[config.mk]
export PLATFORM = sky130hd
export DESIGN_NAME = ssd_scan_controller
export DESIGN_NICKNAME = d
export VERILOG_FILES = /design/src/rtl/ssd_scan_controller.sv
export SDC_FILE = /design/constraint.sdc
export NUM_CORES = 1
export LEC_CHECK = 0
export CAP_MARGIN = 15
export CORE_ASPECT_RATIO = 2
export CORE_MARGIN = 5
export CORE_UTILIZATION = 30
export DETAILED_ROUTE_END_ITERATION = 6
export DONT_BUFFER_PORTS = 1
export GPL_TIMING_DRIVEN = 0
export SYNTH_ARGS = -nofsm -noshare
export SYNTH_HDL_FRONTEND = slang
export SYNTH_SLANG_ARGS = --single-unit
[constraint.sdc]
create_clock -name clk -period 2 [get_ports clk]
set_input_delay 0.3 -clock clk [delete_from_list [all_inputs] [get_ports clk]]
set_output_delay 0.3 -clock clk [all_outputs]
set_load 0.01 [all_outputs]
[src/rtl/ssd_scan_controller.sv]
// ssd_scan_controller
//
// Time-multiplexed scan controller for a common-anode seven-segment bank.
// One shared SevenSegmentDisplayDecoder is fed through nOut, and one digit is
// enabled at a time through digitSel_L. New values are taken in with a
// frame-boundary commit handshake, so a frame never mixes two values.
//
// Optional feature: define SSD_LEADING_ZERO_BLANK_EN to blank leading-zero
// digits. Digit 0 is always shown.
//
// Parameters:
//   NUM_DIGITS  number of digits scanned (2..8)
//   PRESCALE    clk cycles per digit slot (>= 1)
//
// Ports:
//   clk          system clock
//   rst          synchronous reset, active-high
//   en           scan enable, 0 turns the display off
//   load         request to display dataIn (strobe or level)
//   dataIn       value to display, nibble k on digit k
//   ldAck        one-cycle pulse when a loaded value reaches the display
//   frameDone    one-cycle pulse at each scan-frame wrap
//   nOut         nibble for the current digit, drives the decoder's nIn
//   digitSel_L   active-low digit enables, at most one bit low

module ssd_scan_controller #(
   parameter int NUM_DIGITS = 4,
   parameter int PRESCALE   = 50000
) (
   input  logic                    clk,
   input  logic                    rst,
   input  logic                    en,
   input  logic                    load,
   input  logic [4*NUM_DIGITS-1:0] dataIn,
   output logic                    ldAck,
   output logic                    frameDone,
   output logic [3:0]              nOut,
   output logic [NUM_DIGITS-1:0]   digitSel_L
);

   localparam int CW = (PRESCALE > 1) ? $clog2(PRESCALE) : 1;
   localparam int IW = $clog2(NUM_DIGITS);

   typedef enum logic {
      OFF  = 1'b0,
      SCAN = 1'b1
   } scanState_t;

   scanState_t              state;
   logic [IW-1:0]           idx;
   logic [CW-1:0]           cnt;
   logic [4*NUM_DIGITS-1:0] shadow;
   logic [4*NUM_DIGITS-1:0] holding;
   logic                    pending;

   logic                    tick;
   logic                    wrap;

   // A slot ends when the prescale counter reaches its last value; the frame
   // wraps when that happens on the last digit.
   always_comb begin
      tick = (cnt == CW'(PRESCALE - 1));
      wrap = tick && (idx == IW'(NUM_DIGITS - 1));
   end

   // Main controller. In OFF a load goes straight to the display because no
   // frame is in progress to tear. In SCAN loads are parked in holding and
   // only committed at the frame wrap, where a same-cycle load wins over the
   // parked value. Leaving SCAN keeps any parked value so it is committed
   // later. The en=0 assignments come last so they override the slot
   // advance while still letting a coincident wrap commit.
   always_ff @(posedge clk) begin
      if (rst) begin
         state     <= OFF;
         idx       <= '0;
         cnt       <= '0;
         shadow    <= '0;
         holding   <= '0;
         pending   <= 1'b0;
         ldAck     <= 1'b0;
         frameDone <= 1'b0;
      end else begin
         ldAck     <= 1'b0;
         frameDone <= 1'b0;
         case (state)
            OFF: begin
               idx <= '0;
               cnt <= '0;
               if (load) begin
                  shadow  <= dataIn;
                  pending <= 1'b0;
                  ldAck   <= 1'b1;
               end
               if (en) begin
                  state <= SCAN;
               end
            end
            SCAN: begin
               if (tick) begin
                  cnt <= '0;
                  if (wrap) begin
                     idx <= '0;
                  end else begin
                     idx <= idx + 1'b1;
                  end
               end else begin
                  cnt <= cnt + 1'b1;
               end
               if (wrap) begin
                  frameDone <= 1'b1;
                  if (pending || load) begin
                     shadow  <= load ? dataIn : holding;
                     pending <= 1'b0;
                     ldAck   <= 1'b1;
                  end
               end else if (load) begin
                  holding <= dataIn;
                  pending <= 1'b1;
               end
               if (!en) begin
                  state <= OFF;
                  idx   <= '0;
                  cnt   <= '0;
               end
            end
            default: begin
               state <= OFF;
            end
         endcase
      end
   end

`ifdef SSD_LEADING_ZERO_BLANK_EN
   logic [NUM_DIGITS-1:0] zeroFrom;

   // zeroFrom[k] is set when nibbles k and above of the shown value are all
   // zero, which makes digit k a leading zero.
   always_comb begin
      zeroFrom = '0;
      for (int k = 0; k < NUM_DIGITS; k++) begin
         zeroFrom[k] = ((shadow >> (4 * k)) == '0);
      end
   end
`endif

   // Display decode from registered state only. OFF shows nibble 0 on the
   // decoder with every digit disabled; SCAN enables the slot's digit.
   always_comb begin
      nOut       = shadow[3:0];
      digitSel_L = '1;
      if (state == SCAN) begin
         for (int k = 0; k < NUM_DIGITS; k++) begin
            if (idx == IW'(k)) begin
               nOut = shadow[4*k +: 4];
`ifdef SSD_LEADING_ZERO_BLANK_EN
               digitSel_L[k] = (k > 0) && zeroFrom[k];
`else
               digitSel_L[k] = 1'b0;
`endif
            end
         end
      end
   end

endmodule

==> results by group <==
Run status
  – Status: finished clean

Die
  – Die area: 11500 sq um
  – I/O pins: 30
  – Row cnt: 50
  – Initial Utilization: a little over 30%
  – Core footprint: between 9000 and 10000 sq um
  – Die height: 147 um
  – Die width: slightly below 80 um

Timing
  – Peak Freq: 520 MHz
  – Final Slew Violations: 0
  – Setup Viol. Count Final: 0
  – Relative slew slack: roughly 66%
  – Clk_skew: between 0.005 and 0.006 ns
  – Fin crit period: between 1.5 and 2 ns
  – Hold Violations, Final: 0
  – Setup TNS: 0 ns
  – Final critical-path share of the clock period: between 90% and 100%
  – Setup WS post-layout: 0.0781 ns
  – WHS: between 0.07 and 0.08 ns
  – Worst-Margin Slew: 0.512 ns

Worst setup path
  – Setup crit end kind: register
  – Crit path DAT: around 2.1 ns
  – Req. time, crit path: between 2 and 2.5 ns
  – Worst Reg-to-Reg Cells: 6
  – CP Launch Type: register
  – Path type of the worst setup path: reg2reg
  – Worst-path fanout max: 10
  – Worst flop-to-flop path startpoint: cnt[7]
  – CP cell instances: or4b_4 > nor4_4 > a21o_2 > buf_4 > buf_6 > a211oi_1
  – Register-to-Register Setup Slack: ~0.078 ns
  – Worst reg2reg endpoint: shadow[1]
  – Slowest cell on crit path: or4b_4
  – CP max stage delay: 0.56 ns

Worst hold path
  – Hold WC Path Type: in2reg
  – Hold endpoint: state
  – Hold Crit Start: rst
  – Hold Path Stages: 1

Clock tree
  – Clock root cell: clkbuf_16
  – Clock insertion delay at the later pin of the skew report: around 0.30 ns
  – CTS buffer count: 5
  – Clk slew on worst S/H paths: roughly 0.07 ns
  – Max clock buf depth: 2
  – Clock sinks: 54
  – Hold_buf cts: 0
  – CTS H-Tree Depth: 2
  – CTS tree: done

Synth
  – Ys async rst share: 0%
  – FF+latch count, synth: between 50 and 60
  – Unique masters post-synth: 40
  – Post-synthesis sequential area ratio: approximately 39%
  – Mapped Cells: 289
  – Synthesized Nets: approximately 310
  – Synth warn: 0
  – EDFF count, synth: 0
  – Post-synthesis area per instance: 9.69 sq um
  – Mapped Area: approximately 2800 sq um
  – Dominant synthesized flop cell: dfxtp_1

Finish
  – Final Util: between 30% and 40%
  – Syn-to-layout area delta: 15.2%
  – Commonest cells after routing, fill and taps aside: 49 x dfxtp_1, 42 x mux2i_1, 33 x nand2b_1
  – Final net count: between 300 and 400
  – Ant. Diodes: 0
  – Most common cell after layout, fill and taps aside: dfxtp_1
  – Fill cell count: 933
  – Share of cells above drive strength 1: between 10% and 20%
  – Final std cells w/o fill: ~400

Pwr
  – Net switching power: 0.000548 W
  – Power share of the sequential group: between 40% and 50%
  – Pint: around 0.0018 W
  – Clk pwr share: between 40 and 50%
  – IR drop worst, VDD: 421 uV
  – Switching portion of total power: 23.3%
  – Combinational Power Share: under 10%
  – Leak: ~1.1 nW
  – PwrDens: 729 nW/um^2

Global route
  – Pin count of the biggest net entering global routing: 17
  – GRT Overall Usage: between 10% and 20%
  – Vias in the first global route: between 2000 and 2500
  – Overflow after GRT: 0
  – First-pass GRT wire length: about 11000 um
  – Initial antenna violation count: 0

Route
  – Via count: between 2000 and 2500
  – DRT iter0 DRCs: about 110
  – Antenna Nets Post-Route: 0
  – Routed WL: between 6000 and 7000 um
  – Routed len/inst: about 16 um
  – Drt drc: 0
  – DRT Pass-1 Iters: 4
  – Vias per cell: 5.04

Placed design
  – Post-DP HPWL: around 5000 um
  – Port Buffers: 0
  – Placed Instances: between 300 and 400
  – Pre-CTS setup slack: -0.251 ns
  – GPL Wtd Cong: roughly 0.8

Job
  – Maxcap violations: 0
==> kinds of logic (layout without fill, tap and decap cells) <==
| kind of cell | count (synthesis) | count (layout) | synth area share, % |
|---|---|---|---|
| xor+xnor | 13 | 13 | 4.06 |
| simple gates | 101 | 101 | 20.3 |
| flops | 54 | 54 | 38.6 |
| mux | 42 | 42 | 15.0 |
| compound gates | 45 | 45 | 12.6 |
| buf+inv | 29 | 44 | 7.19 |
| fa+ha+maj | 5 | 5 | 2.23 |
==> sequential cells by signal, summed over array words and instances (netlist names) <==
register / count
frameDone: 1
idx: 2
holding: 16
shadow: 16
cnt: 16
pending: 1
ldAck: 1
state: 1
==> synth_stat cells (2+ instances only) <==
cell	instances	area share, %
dfxtp_1	54	39
mux2i_1	42	15
nand2b_1	33	7.4
nor2_1	28	3.8
a211oi_1	25	6.7
nand2_1	13	1.7
xnor2_1	12	3.8
a211oi_2	7	3.1
inv_1	7	0.94
clkbuf_1	6	0.80
a21oi_1	5	0.89
ha_1	5	2.2
buf_6	4	1.6
nand4_1	4	0.89
nor3_1	4	0.71
nor4_1	4	0.89
o21ai_0	4	0.71
buf_2	3	0.54
buf_4	3	0.80
nand3_1	3	0.54
nor2b_1	3	0.67
nor4_4	2	1.5
==> how the worst max path moves through the flow <==
stage | startpoint | endpoint | cells past startpoint
floorplan | cnt[10] | shadow[0] | 6
global placement | idx[0] | shadow[1] | 8
detailed placement | idx[0] | shadow[1] | 8
global route | idx[0] | shadow[0] | 8
finish | cnt[7] | shadow[1] | 6
CTS | idx[0] | nOut[0] | 6
==> stage by stage <==
step	total power (W)	instance area (sq um)
6_report	0.00235	3230
5_1_grt	0.00243	3230
4_1_cts	0.00237	3130
3_5_place_dp	0.00137	2930
3_3_place_gp	0.00136	2930
2_1_floorplan	0.00132	2800
==> critical path, delay by kind of cell (launching register included) <==
family,cells,cell delay (ns)
and+or+nand+nor,2,0.86
DFF,1,0.35
buffers and inverters,2,0.32
AOI/OAI and AO/OA,2,0.25
==> power by group through the flow <==
stage	clock (W)	sequential, W	combinational (W)
2_1_floorplan	0	0.00116	0.000163
3_3_place_gp	0	0.00116	0.000198
3_5_place_dp	0	0.00117	0.000202
4_1_cts	0.00102	0.00114	0.000208
5_1_grt	0.00105	0.00115	0.000234
6_report	0.000999	0.00114	0.000211
==> what timing repair did <==
action	in CTS	in global routing
endpoints found under the setup margin	33	37
resized for setup	12	10
buffers inserted	0	10
pin swaps	1	4
cloned	0	0
==> area by class of cell <==
class | instances | area [sq um] | share of cell area [%]
timing repair buffer | 10 | 87.6 | 2.71
tap | 104 | 130 | 4.03
clock inverter | 2 | 37.5 | 1.16
buffer | 19 | 163 | 5.04
multi-input combinational | 206 | 1570 | 48.6
inverter | 7 | 26.3 | 0.814
clock buffer | 6 | 129 | 3.99
sequential | 54 | 1090 | 33.7
==> routing by layer <==
metal / wire, um / up-vias / GRT usage (%)
met5: 0 / - / 0
met4: 125 / 0 / 4.99
met3: 233 / 7 / 2.65
met2: 3950 / 26 / 24.2
met1: 2310 / 984 / 11.5
li1: - / 1040 / -
(Power assumes the default switching activity.)
